**config.mk**
```make
export PLATFORM = sky130hd
export DESIGN_NAME = i2s_rx_deser
export DESIGN_NICKNAME = d
export VERILOG_FILES = /design/src/rtl/i2s_pkg.sv /design/src/rtl/i2s_rx_deser.sv
export SDC_FILE = /design/constraint.sdc
export NUM_CORES = 1
export LEC_CHECK = 0
export CORE_ASPECT_RATIO = 2
export CORE_UTILIZATION = 45
export CTS_BUF_LIST = sky130_fd_sc_hd__clkbuf_8
export CTS_CLUSTER_DIAMETER = 80
export CTS_CLUSTER_SIZE = 25
export DETAILED_ROUTE_END_ITERATION = 16
export GPL_TIMING_DRIVEN = 0
export PLACE_DENSITY = 0.77
export SYNTH_ARGS = -nofsm -noshare
export SYNTH_HDL_FRONTEND = slang
export SYNTH_SLANG_ARGS = --single-unit
```
**constraint.sdc**
```tcl
create_clock -name clk -period 4.8 [get_ports clk]
set_clock_uncertainty 0.05 [all_clocks]
set_input_delay 0.72 -clock clk [delete_from_list [all_inputs] [get_ports clk]]
set_output_delay 0.72 -clock clk [all_outputs]
set_load 0.1 [all_outputs]
```
**src/rtl/i2s_pkg.sv**
```systemverilog
// rtl/i2s_pkg.sv - shared I2S operating-config types and frame-length constants
package i2s_pkg;

    typedef enum logic [1:0] {ST, SR, MT, MR} mode_t;
    typedef enum logic {I2S, LJ} standard_t;
    typedef enum logic {f16bits, f32bits} frame_size_t;
    typedef enum logic [1:0] {IDLE, L, R} ws_state_t;

    typedef struct packed {
        mode_t       mode;
        standard_t   standard;
        frame_size_t frame_size;
        logic        stereo;
    } OP_t;

    localparam int FRAME16 = 16;
    localparam int FRAME32 = 32;

endpackage

```
**src/rtl/i2s_rx_deser.sv**
```systemverilog
// rtl/i2s_rx_deser.sv - I2S/LJ receive deserializer handing channel-tagged words out over valid/ready
// Optional macro I2S_RX_SIGN_EXT_EN: 16-bit words right-justified and sign-extended.
module i2s_rx_deser
    import i2s_pkg::*;
#(
    parameter int DATA_W = 32,
    parameter int CNT_W  = 6
) (
    input  logic              clk,
    input  logic              rst,
    input  OP_t               OP,
    input  ws_state_t         state,
    input  logic              sd,
    output logic [DATA_W-1:0] out_data,
    output logic              out_ch,
    output logic              out_valid,
    input  logic              out_ready,
    output logic              overrun,
    output logic              busy
);

    typedef enum logic [1:0] {S_IDLE, S_SKIP, S_SHIFT, S_DONE} fsm_t;

    fsm_t              fsm, fsm_nxt;
    logic [DATA_W-1:0] shreg, shreg_nxt;
    logic [DATA_W-1:0] aligned, commit_data;
    logic [CNT_W-1:0]  cnt, cnt_nxt, frame_len;
    logic              len16, len16_nxt;
    logic              ch, ch_nxt;
    ws_state_t         prev_state;
    logic              enabled, start, start_word, commit;

    assign enabled   = (OP.mode == SR) || (OP.mode == MR);
    assign start     = (state != prev_state) && ((state == L) || (state == R));
    assign frame_len = len16 ? CNT_W'(FRAME16) : CNT_W'(FRAME32);
    assign busy      = enabled && ((fsm == S_SKIP) || (fsm == S_SHIFT));

    // The cnt received bits sit in the LSBs; shifting them to the top zero-fills missing LSBs.
    assign aligned = shreg << (CNT_W'(DATA_W) - cnt);

`ifdef I2S_RX_SIGN_EXT_EN
    assign commit_data = len16 ? {{(DATA_W-16){aligned[DATA_W-1]}}, aligned[DATA_W-1 -: 16]}
                               : aligned;
`else
    assign commit_data = aligned;
`endif

    always_comb begin
        fsm_nxt    = fsm;
        shreg_nxt  = shreg;
        cnt_nxt    = cnt;
        len16_nxt  = len16;
        ch_nxt     = ch;
        start_word = 1'b0;
        commit     = 1'b0;

        case (fsm)
            S_IDLE, S_DONE: begin
                if (start)
                    start_word = 1'b1;
                else if (state == IDLE)
                    fsm_nxt = S_IDLE;
            end
            S_SKIP: begin
                if (start)
                    start_word = 1'b1;
                else if (state == IDLE)
                    fsm_nxt = S_IDLE;
                else
                    fsm_nxt = S_SHIFT;
            end
            S_SHIFT: begin
                // Full word, channel switch or channel drop all close the current word.
                if (start || (state == IDLE) || (cnt == frame_len)) begin
                    commit = (cnt != '0);
                    if (start)
                        start_word = 1'b1;
                    else if (state == IDLE)
                        fsm_nxt = S_IDLE;
                    else
                        fsm_nxt = S_DONE;
                end else begin
                    shreg_nxt = {shreg[DATA_W-2:0], sd};
                    cnt_nxt   = cnt + CNT_W'(1);
                end
            end
            default: fsm_nxt = S_IDLE;
        endcase

        if (start_word) begin
            len16_nxt = (OP.frame_size == f16bits);
            ch_nxt    = OP.stereo && (state == R);
            if (OP.standard == I2S) begin
                fsm_nxt   = S_SKIP;
                shreg_nxt = '0;
                cnt_nxt   = '0;
            end else begin
                fsm_nxt   = S_SHIFT;
                shreg_nxt = DATA_W'(sd);
                cnt_nxt   = CNT_W'(1);
            end
        end

        if (!enabled) begin
            fsm_nxt = S_IDLE;
            commit  = 1'b0;
        end
    end

    always_ff @(posedge clk) begin
        if (rst) begin
            fsm        <= S_IDLE;
            shreg      <= '0;
            cnt        <= '0;
            len16      <= 1'b0;
            ch         <= 1'b0;
            prev_state <= IDLE;
            out_data   <= '0;
            out_ch     <= 1'b0;
            out_valid  <= 1'b0;
            overrun    <= 1'b0;
        end else begin
            fsm        <= fsm_nxt;
            shreg      <= shreg_nxt;
            cnt        <= cnt_nxt;
            len16      <= len16_nxt;
            ch         <= ch_nxt;
            prev_state <= state;
            // A held word wins over a new one; the new word is lost and flagged.
            if (commit && out_valid && !out_ready) begin
                overrun <= 1'b1;
            end else if (commit) begin
                out_data  <= commit_data;
                out_ch    <= ch;
                out_valid <= 1'b1;
            end else if (out_valid && out_ready) begin
                out_valid <= 1'b0;
            end
        end
    end

endmodule

```
==> run summary, run 1 <==
### Drt
• first-pass iteration count of the detailed router: 5
• residual DRC count: 0
• average wire per cell in the routed design: 20.1 um
• number of routed nets with antenna violations: 0
• DRT Wirelength: 13.7 mm
• via total after detailed routing: 4,195
• first-iteration detailed-routing DRC count: 304
• Via-to-Cell Ratio: 6.15

### Layout
• final-layout fill cell count: 954
• area of all placed cells without fillers: 5440 um2
• storage element area: 1580 um2
• number of diodes: 0
• Layout area overhead: 18.1%
• nets: 564
• ratio of cells with drive above 1 in the final layout: 0.165
• area of combinational cells with multiple inputs: 2790 um2

### Clocking
• clock root buffer: sky130_fd_sc_hd__clkbuf_8
• CTS clk-pin slew, worst paths: 0.08 ns
• Post-CTS Setup Repair Bufs: 0
• deepest clock path buffer count: 2
• clock latency on the worst-skew pair: 0.38 ns
• TritonCTS buffer count: 9
• clock tree from TritonCTS: yes
• depth of the CTS H-tree: 3
• TritonCTS Sinks: 79
• hold buffer count at CTS: 0
• number of resized instances in the post-cts repair step: 0

### Die
• IO Pins: 47
• die area: 10,700 um2
• Die Wd: 73.6 um
• placeable core region: 9830 um2
• std cell rows: 51
• Starting Density: 0.469
• die boundary height: 145 um

### Synth
• count of flip-flops with a built-in enable after synthesis: 0
• post-synthesis share of cell area spent on full adders, half adders and majority gates: 0.0163
• asr flop ratio synth: 0
• simple logic cell fraction of the synthesized area: 0.176
• syn nets: 508
• Most used DFF post-synth: sky130_fd_sc_hd__dfxtp_1
• post-synth top area cell: sky130_fd_sc_hd__dfxtp_1
• Syn Std Cell Area: 4610 um2
• combinational family with the most area after synthesis: multiplexers
• compound-gate portion of the synthesized area: 0.181
• top-count cell post-synth: sky130_fd_sc_hd__dfxtp_1
• fraction of post-synthesis cell area in the top cell type by area: 0.343
• mux share of post-synthesis cell area: 0.202
• post-synthesis sequential element count: 79
• synthesized netlist cell count: 491
• Synth top cells by count: sky130_fd_sc_hd__dfxtp_1, sky130_fd_sc_hd__nor2_1, sky130_fd_sc_hd__nand2_1
• number of distinct library cells after synthesis: 63
• post-synthesis share of cell area spent on xor and xnor gates: 0.0299
• top post-synthesis cells by area: sky130_fd_sc_hd__dfxtp_1, sky130_fd_sc_hd__mux4_2, sky130_fd_sc_hd__a22oi_1, sky130_fd_sc_hd__nor2_1, sky130_fd_sc_hd__mux2i_1
• yosys warns: 0
• mean post-synth cell area: 9.39 um2
• register area share after synthesis: 0.343

### Worst setup path
• crit path kind: register to register
• ordered cell list for the critical path: buf_2, buf_2, buf_4, inv_2, ha_1, buf_2, buf_2, buf_2, mux4_2, mux2i_1, nand2_1, o21ai_0, o21ai_0, a22o_1
• gate family responsible for the most delay along the worst path: buffers and inverters
• data required time at the worst endpoint: 5.02 ns
• critical path buffer and inverter count: 7
• Crit. path cell count: 14
• maximum net fanout on the critical path: 10
• slowest CP cell: sky130_fd_sc_hd__mux2i_1
• R2R setup slack: 0.87 ns
• Max stage delay on crit path: 0.39 ns
• Reg2Reg Depth: 14
• CP most frequent cell: sky130_fd_sc_hd__buf_2
• Setup crit end kind: register
• data arrival time of the worst path: 4.16 ns
• sort of element at the start of the critical path: register

### Timing
• Hold Fails Final Rpt: 0
• final slew viol count: 0
• Final setup viols: 0
• crit path time final: 3.93 ns
• worst-margin pin slew: 1.07 ns
• unrepaired setup endpoints after global routing: false
• Final Cycle Share: 0.820
• worst relative slew slack: 0.279
• Total Neg Setup Slack: 0 ns
• FMAX: 254 MHz

### Placed design
• RD Place Congestion: 0.965
• Post-DP Area: 5220 um2
• HPWL reported at the end of detailed placement: 10.7 mm
• # port buffers: 45

### Power and ir drop
• Leakage: 1.95 nW
• peak supply drop: 0.145 mV
• total power divided by cell area: 282 nW/um2

### Global route
• number of global-route vias before repair: 4,271
• pin count of the biggest net entering global routing: 13
• global-route wire length before repair: 22.3 mm
• GRT Resource Usage Total: 0.276
• number of antenna violations at the first check in global routing: 0
• GR Overflow Total: 0

### Hold path
• class of the tightest hold or removal check: register to register
• worst hold path depth: 2

### Run
• number of max-cap violations: 0

### Outcome
• result of the run: finished, final reports clean

==> cell type report <==
class,count,share of cell area
plain buffers,43,0.0395
repair buffers,45,0.0828
clock inverters,3,0.0124
inverters,6,0.00414
clock buffers,11,0.0278
multi-input cells,363,0.512
flip-flops and latches,79,0.291
well taps,132,0.0303
==> state kept, by name, summed over array words and instances (netlist names) <==
signal / count
overrun: 1
out_data: 32
out_valid: 1
out_ch: 1
shreg: 32
ch: 1
prev_state: 2
cnt: 6
len16: 1
fsm: 2
==> worst paths after layout <==
check	startpoint	endpoint
worst max-delay path	cnt[0]$_SDFFE_PP0P_	out_data[26]$_SDFFE_PP0P_
worst min-delay path	out_data[8]$_SDFFE_PP0P_	out_data[8]$_SDFFE_PP0P_
worst max register to register	cnt[0]$_SDFFE_PP0P_	out_data[26]$_SDFFE_PP0P_
worst min register to register	out_data[8]$_SDFFE_PP0P_	out_data[8]$_SDFFE_PP0P_
==> kinds of logic (layout without fill, tap and decap cells) <==
family | after synthesis | count (layout)
AO/OA/AOI/OAI | 111 | 111
XOR/XNOR | 14 | 14
adder cells (fa/ha/maj) | 6 | 6
buffers and inverters | 49 | 108
flip-flops | 79 | 79
multiplexers | 58 | 58
AND/OR/NAND/NOR | 174 | 174
==> worst register-to-register path, delay by kind of cell, from the launching register on <==
family | cells | cell delay (ns)
buffers and inverters | 7 | 1.84
muxes | 2 | 0.75
AOI/OAI and AO/OA | 3 | 0.45
DFF | 1 | 0.34
adders and majority gates | 1 | 0.30
and+or+nand+nor | 1 | 0.10
==> stage by stage <==
stage               power (mW)   util  std cells  hold WS (ns)  setup slack [ns]
floorplan                0.900      -        491         0.395              1.52
global placement         0.982  0.532        668         0.391             0.964
detailed placement       0.985  0.532        668         0.396             0.914
CTS                       1.54  0.554        682         0.406             0.887
global route              1.60  0.554        682         0.425             0.602
finish                    1.53  0.554        682         0.403             0.865
==> cells in the final DEF (no fill, tap or decap), drive strengths merged, types with 3 or more instances in the layout <==
cell,count
buf,26
dfxtp,79
a21oi,18
ha,6
xor2,8
and3,5
o2111ai,3
nor3,9
o21ai,8
mux4,27
mux2i,20
clkbuf,28
mux2,11
a31oi,5
nand2b,8
nor2,72
o31ai,3
a221o,3
nand2,48
a22oi,41
a221oi,3
o211ai,4
nand3,14
a32oi,7
xnor2,6
inv,6
clkdlybuf4s50,45
nor2b,3
==> per-layer routing <==
layer | GRT usage | share of wire | up-vias
met4 | 0.199 | 0.068 | 0
met3 | 0.0465 | 0.038 | 51
li1 | - | - | 1938
met1 | 0.289 | 0.36 | 2037
met2 | 0.474 | 0.53 | 169
met5 | 0 | 0 | -
==> where the power goes <==
group / internal (mW) / switching [mW] / leakage [nW]
clock network: 0.316 / 0.245 / 0.108
logic: 0.106 / 0.205 / 1.21
registers: 0.660 / 0.00366 / 0.637
Power figures use the tool's default switching activity.
==> inputs of run 2 (changes only) <==
==> constraint.sdc (replaced) <==
create_clock -name clk -period 3.65 [get_ports clk]
set_clock_uncertainty 0.05 [all_clocks]
set_input_delay 0.5475 -clock clk [delete_from_list [all_inputs] [get_ports clk]]
set_output_delay 0.5475 -clock clk [all_outputs]
set_load 0.1 [all_outputs]
==> run 2 against run 1 <==
Net effect: die area stayed put; register-to-register slack worse by 0.69 ns; worst setup slack worse by 0.69 ns; via count barely moved; critical path depth unchanged; worst hold slack barely moved; count of clock-buffer cells in the layout unchanged; cell count unchanged; first-iteration DRC count rose by 20%; maximum frequency is 13% higher; flip-flop and latch count unchanged; design area grew 1.5%; highest routed layer unchanged.
==> run summary, run 2 (synthesized netlist as in run 1, its figures left out) <==
### Timing
• unrepaired setup endpoints after global routing: true
• worst-margin pin slew: 0.980 ns, -0.0930 ns
• worst hold-check slack: 0.404 ns, +0.000440 ns
• Final setup viols: 0, unchanged
• worst relative slew slack: 0.344, +0.0655
• Hold Fails Final Rpt: 0, unchanged
• Final Cycle Share: 0.952, +0.132
• Total Neg Setup Slack: 0 ns, unchanged
• crit path time final: 3.47 ns, -0.461 ns
• PnR worst setup slack: 0.176 ns, -0.689 ns
• final slew viol count: 0, unchanged
• FMAX: 288 MHz, +13%

### Drt
• Via-to-Cell Ratio: 6.15, about the same
• number of routed nets with antenna violations: 0, unchanged
• via total after detailed routing: 4,193, -0.048%
• residual DRC count: 0, unchanged
• average wire per cell in the routed design: 20.3 um, +0.69%
• first-pass iteration count of the detailed router: 5, unchanged
• first-iteration detailed-routing DRC count: 366, +20%
• DRT Wirelength: 13.8 mm, +0.69%

### Placed design
• worst slack at placement: -0.236 ns, -1.15 ns
• # port buffers: 45, unchanged
• HPWL reported at the end of detailed placement: 10.7 mm, unchanged
• RD Place Congestion: 0.965, unchanged

### Power and ir drop
• Leakage: 1.98 nW, +1.3%
• final total power: 2.04 mW, +33%
• total power divided by cell area: 369 nW/um2, +31%
• peak supply drop: 0.194 mV, +34%

### Layout
• final design utilization: 0.562, +0.00815
• Layout area overhead: 19.8%
• Top Registers: out_data x32, shreg x32, cnt x6
• number of diodes: 0, unchanged
• nets: 564, unchanged
• most used cells in the layout excluding fill and tap cells: sky130_fd_sc_hd__dfxtp_1, sky130_fd_sc_hd__nor2_1, sky130_fd_sc_hd__nand2_1
• ratio of cells with drive above 1 in the final layout: 0.182, +0.0164
• most common library cell in the layout ignoring fill and taps: sky130_fd_sc_hd__dfxtp_1

### Die
• Die Wd: 73.6 um, unchanged
• die boundary height: 145 um, unchanged
• die area: 10,700 um2, unchanged
• std cell rows: 51, unchanged
• Starting Density: 0.469, unchanged
• placeable core region: 9830 um2, unchanged
• IO Pins: 47, unchanged

### Run
• number of max-cap violations: 0, unchanged

### Worst setup path
• data required time at the worst endpoint: 3.91 ns, -1.11 ns
• Max stage delay on crit path: 0.37 ns, -0.02 ns
• Setup crit end kind: register
• data arrival time of the worst path: 3.73 ns, -0.43 ns
• slowest CP cell: sky130_fd_sc_hd__or3b_1
• crit path kind: register to register
• ordered cell list for the critical path: buf_2, buf_6, buf_4, inv_2, ha_1, or3b_1, buf_2, a21oi_4, o311ai_2, buf_6, nor2_2, buf_4, o2111ai_1, a21oi_1
• sort of element at the start of the critical path: register
• maximum net fanout on the critical path: 10, unchanged

### Clocking
• deepest clock path buffer count: 2, unchanged
• clock latency on the worst-skew pair: 0.38 ns, about the same
• hold buffer count at CTS: 0, unchanged
• TritonCTS buffer count: 9, unchanged
• depth of the CTS H-tree: 3, unchanged
• TritonCTS Sinks: 79, unchanged
• Post-CTS Setup Repair Bufs: 0, unchanged
• number of resized instances in the post-cts repair step: 6, +6
• clock tree from TritonCTS: yes
• clock root buffer: sky130_fd_sc_hd__clkbuf_8
• CTS clk-pin slew, worst paths: 0.08 ns, about the same

### Global route
• global-route wire length before repair: 22.3 mm, +0.13%
• number of antenna violations at the first check in global routing: 0, unchanged
• GRT Resource Usage Total: 0.276, +0.000564
• number of global-route vias before repair: 4,296, +0.59%
• pin count of the biggest net entering global routing: 13, unchanged
• GR Overflow Total: 0, unchanged

### Hold path
• class of the tightest hold or removal check: register to register

### Outcome
• result of the run: finished, final reports clean

run 2: changes by cell type in the layout (fill, tap and decap cells not counted), moves of 2 or more:
cell,delta
sky130_fd_sc_hd__buf_6,+2
sky130_fd_sc_hd__mux2i_1,-2
sky130_fd_sc_hd__clkbuf_1,-2
sky130_fd_sc_hd__buf_2,-3
sky130_fd_sc_hd__clkbuf_2,+2
run 2: power breakdown:
| group | internal [mW] | total [mW] | switching [mW] |
|---|---|---|---|
| Sequential | 0.868 | 0.872 | 0.00484 |
| Clock | 0.415 | 0.740 | 0.325 |
| Combinational | 0.149 | 0.424 | 0.275 |
| Total | 1.43 | 2.04 | 0.604 |
run 2: cell type report:
type	count	area (um2)
inverter	6	22.5
fill	943	4300
clock buffer	11	151
timing repair buffer	45	450
multi-input combinational	363	2850
sequential	79	1580
buffer	43	236
tap	132	165
clock inverter	3	67.6
run 2: final timing paths:
kind	end	start	cells past startpoint	slack [ns]
hold / removal	out_data[8]$_SDFFE_PP0P_	out_data[8]$_SDFFE_PP0P_	2	0.40
setup / recovery	out_data[8]$_SDFFE_PP0P_	cnt[0]$_SDFFE_PP0P_	14	0.18
setup reg to reg	out_data[8]$_SDFFE_PP0P_	cnt[0]$_SDFFE_PP0P_	14	0.18
hold reg to reg	out_data[8]$_SDFFE_PP0P_	out_data[8]$_SDFFE_PP0P_	2	0.40
run 2: through the flow:
| step | instances | instance area (um2) |
|---|---|---|
| CTS | 682 | 5460 |
| finish | 682 | 5520 |
| detailed placement | 668 | 5220 |
| floorplan | 491 | 4610 |
| global placement | 668 | 5220 |
| global route | 682 | 5520 |
run 2: routing by layer:
| layer | wire length [um] | share of wire | track usage |
|---|---|---|---|
| met5 | 0 | 0 | 0 |
| met4 | 1000 | 0.073 | 0.209 |
| met3 | 526 | 0.038 | 0.0458 |
| met2 | 7270 | 0.53 | 0.472 |
| met1 | 5040 | 0.36 | 0.289 |
run 2: worst max-delay path: cells and delay by family (launching register included):
family	cells	cell delay, ns
simple gates	2	0.61
fa+ha+maj	1	0.35
flops	1	0.32
compound gates	4	0.68
buf+inv	7	1.36
==> inputs of run 3 (changes only) <==
--- a/config.mk
+++ b/config.mk
@@ -16,3 +16,4 @@
 export SYNTH_ARGS = -nofsm -noshare
 export SYNTH_HDL_FRONTEND = slang
 export SYNTH_SLANG_ARGS = --single-unit
+export TNS_END_PERCENT = 30
==> run 3 against run 2 <==
Net effect: the run now ends with setup timing left; combinational power is 0.9% lower; maximum frequency is 5.4% lower; global-route usage stayed put; sequential power hardly changed; worst setup slack worse by 0.20 ns; wire length is 0.24% lower; largest cell class unchanged.
==> run summary, run 3 (synthesized netlist as in run 1, its figures left out) <==
### Outcome
• result of the run: finished, violations left
• failing checks: setup timing

### Clocking
• hold buffer count at CTS: 0, unchanged
• TritonCTS Sinks: 79, unchanged
• TritonCTS buffer count: 9, unchanged
• clock latency on the worst-skew pair: 0.37 ns, about the same
• clock root buffer: sky130_fd_sc_hd__clkbuf_8
• clock tree from TritonCTS: yes
• depth of the CTS H-tree: 3, unchanged
• CTS clk-pin slew, worst paths: 0.08 ns, about the same
• deepest clock path buffer count: 2, unchanged

### Global route
• number of antenna violations at the first check in global routing: 0, unchanged
• GR Overflow Total: 0, unchanged
• GRT Resource Usage Total: 0.276, unchanged
• global-route wire length before repair: 22.3 mm, unchanged
• pin count of the biggest net entering global routing: 13, unchanged
• number of global-route vias before repair: 4,296, unchanged

### Die
• IO Pins: 47, unchanged
• Starting Density: 0.469, unchanged
• std cell rows: 51, unchanged
• placeable core region: 9830 um2, unchanged
• die boundary height: 145 um, unchanged
• die area: 10,700 um2, unchanged
• Die Wd: 73.6 um, unchanged

### Drt
• DRT Wirelength: 13.8 mm, -0.24%
• Via-to-Cell Ratio: 6.16, +0.24%
• first-iteration detailed-routing DRC count: 349, -4.6%
• via total after detailed routing: 4,203, +0.24%
• residual DRC count: 0, unchanged
• average wire per cell in the routed design: 20.2 um, -0.24%
• first-pass iteration count of the detailed router: 5, unchanged
• number of routed nets with antenna violations: 0, unchanged

### Layout
• area of all placed cells without fillers: 5500 um2, -0.43%
• final-layout fill cell count: 948, +0.53%
• nets: 564, unchanged
• number of diodes: 0, unchanged
• most common library cell in the layout ignoring fill and taps: sky130_fd_sc_hd__dfxtp_1
• area of combinational cells with multiple inputs: 2830 um2, -0.75%
• storage element area: 1580 um2, unchanged
• Top Registers: out_data x32, shreg x32, cnt x6
• Layout area overhead: 19.3%
• ratio of cells with drive above 1 in the final layout: 0.175, -0.00727
• final design utilization: 0.560, -0.00242
• most used cells in the layout excluding fill and tap cells: sky130_fd_sc_hd__dfxtp_1, sky130_fd_sc_hd__nor2_1, sky130_fd_sc_hd__nand2_1

### Worst setup path
• data required time at the worst endpoint: 3.86 ns, -0.05 ns
• crit path kind: register to register
• Setup crit end kind: register
• data arrival time of the worst path: 3.89 ns, +0.16 ns
• sort of element at the start of the critical path: register
• maximum net fanout on the critical path: 10, unchanged

### Timing
• Hold Fails Final Rpt: 0, unchanged
• final slew viol count: 0, unchanged
• unrepaired setup endpoints after global routing: true
• FMAX: 272 MHz, -5.4%
• worst-margin pin slew: 0.980 ns, -0.0000101 ns
• worst hold-check slack: 0.404 ns, +0.0000230 ns
• Final setup viols: 1, +1
• crit path time final: 3.67 ns, +0.198 ns
• Final Cycle Share: 1.01, +0.0543
• worst relative slew slack: 0.344, about the same
• PnR worst setup slack: -0.0222 ns, -0.198 ns

### Placed design
• RD Place Congestion: 0.965, unchanged
• # port buffers: 45, unchanged
• Post-DP Area: 5220 um2, unchanged
• HPWL reported at the end of detailed placement: 10.7 mm, unchanged

### Power and ir drop
• final total power: 2.03 mW, -0.49%
• peak supply drop: 0.191 mV, -1.6%
• Leakage: 1.96 nW, -1.0%
• total power divided by cell area: 368 nW/um2, about the same

### Run
• number of max-cap violations: 0, unchanged

### Hold path
• class of the tightest hold or removal check: register to register

[run 3: changes by cell type in the layout (fill, tap and decap cells not counted)]
cell                       previous run  this run
sky130_fd_sc_hd__xor2_1               6         7
sky130_fd_sc_hd__nor3_2               1         2
sky130_fd_sc_hd__xor2_2               1         0
sky130_fd_sc_hd__clkbuf_1            15        17
sky130_fd_sc_hd__clkbuf_2             2         0
sky130_fd_sc_hd__nor3_4               3         2
sky130_fd_sc_hd__xnor2_2              2         1
sky130_fd_sc_hd__xnor2_1              4         5
[run 3: per-layer routing]
metal / GRT usage / share of wire
met5: 0 / 0
met4: 0.209 / 0.077
met3: 0.0458 / 0.043
met2: 0.472 / 0.52
met1: 0.289 / 0.36
[run 3: final timing paths]
| kind | startpoint | endpoint | slack, ns | depth (start not counted) |
|---|---|---|---|---|
| min | out_data[14]$_SDFFE_PP0P_ | out_data[14]$_SDFFE_PP0P_ | 0.40 | 2 |
| max reg2reg | cnt[0]$_SDFFE_PP0P_ | out_data[24]$_SDFFE_PP0P_ | -0.02 | 11 |
| max | cnt[0]$_SDFFE_PP0P_ | out_data[24]$_SDFFE_PP0P_ | -0.02 | 11 |
| min reg2reg | out_data[14]$_SDFFE_PP0P_ | out_data[14]$_SDFFE_PP0P_ | 0.40 | 2 |
[run 3: final cells by class]
class                   count  area share
plain buffers              43      0.0425
flip-flops and latches     79       0.288
multi-input cells         363       0.514
repair buffers             45      0.0819
well taps                 132      0.0300
clock buffers              11      0.0275
inverters                   6     0.00410
clock inverters             3      0.0123
[run 3: stage by stage]
| step | setup TNS (ns) | cells | worst slack (ns) |
|---|---|---|---|
| floorplan | 0 | 491 | 0.369 |
| global placement | -1.08 | 668 | -0.186 |
| detailed placement | -3.03 | 668 | -0.236 |
| CTS | 0 | 682 | 0.0345 |
| global route | -0.627 | 682 | -0.187 |
| finish | -0.0222 | 682 | -0.0222 |
[run 3: what timing repair did]
item | 4_1_cts | 5_1_grt
gates resized for setup | 6 | 7
setup buffers | 0 | 0
setup endpoints to repair | 47 | 49
gates cloned | 0 | 0
[run 3: worst max-delay path: stages, from the launching register on]
cell,delay [ns]
sky130_fd_sc_hd__dfxtp_1,0.32
sky130_fd_sc_hd__buf_2,0.18
sky130_fd_sc_hd__buf_6,0.18
sky130_fd_sc_hd__buf_4,0.19
sky130_fd_sc_hd__inv_2,0.22
sky130_fd_sc_hd__ha_1,0.34
sky130_fd_sc_hd__or3b_1,0.37
sky130_fd_sc_hd__buf_2,0.17
sky130_fd_sc_hd__xor2_1,0.42
sky130_fd_sc_hd__clkbuf_1,0.49
sky130_fd_sc_hd__o21ai_0,0.31
sky130_fd_sc_hd__a32o_1,0.32
[run 3: power by group]
part           switching (mW)  internal [mW]
Sequential            0.00486          0.868
Clock                   0.318          0.415
Combinational           0.273          0.147
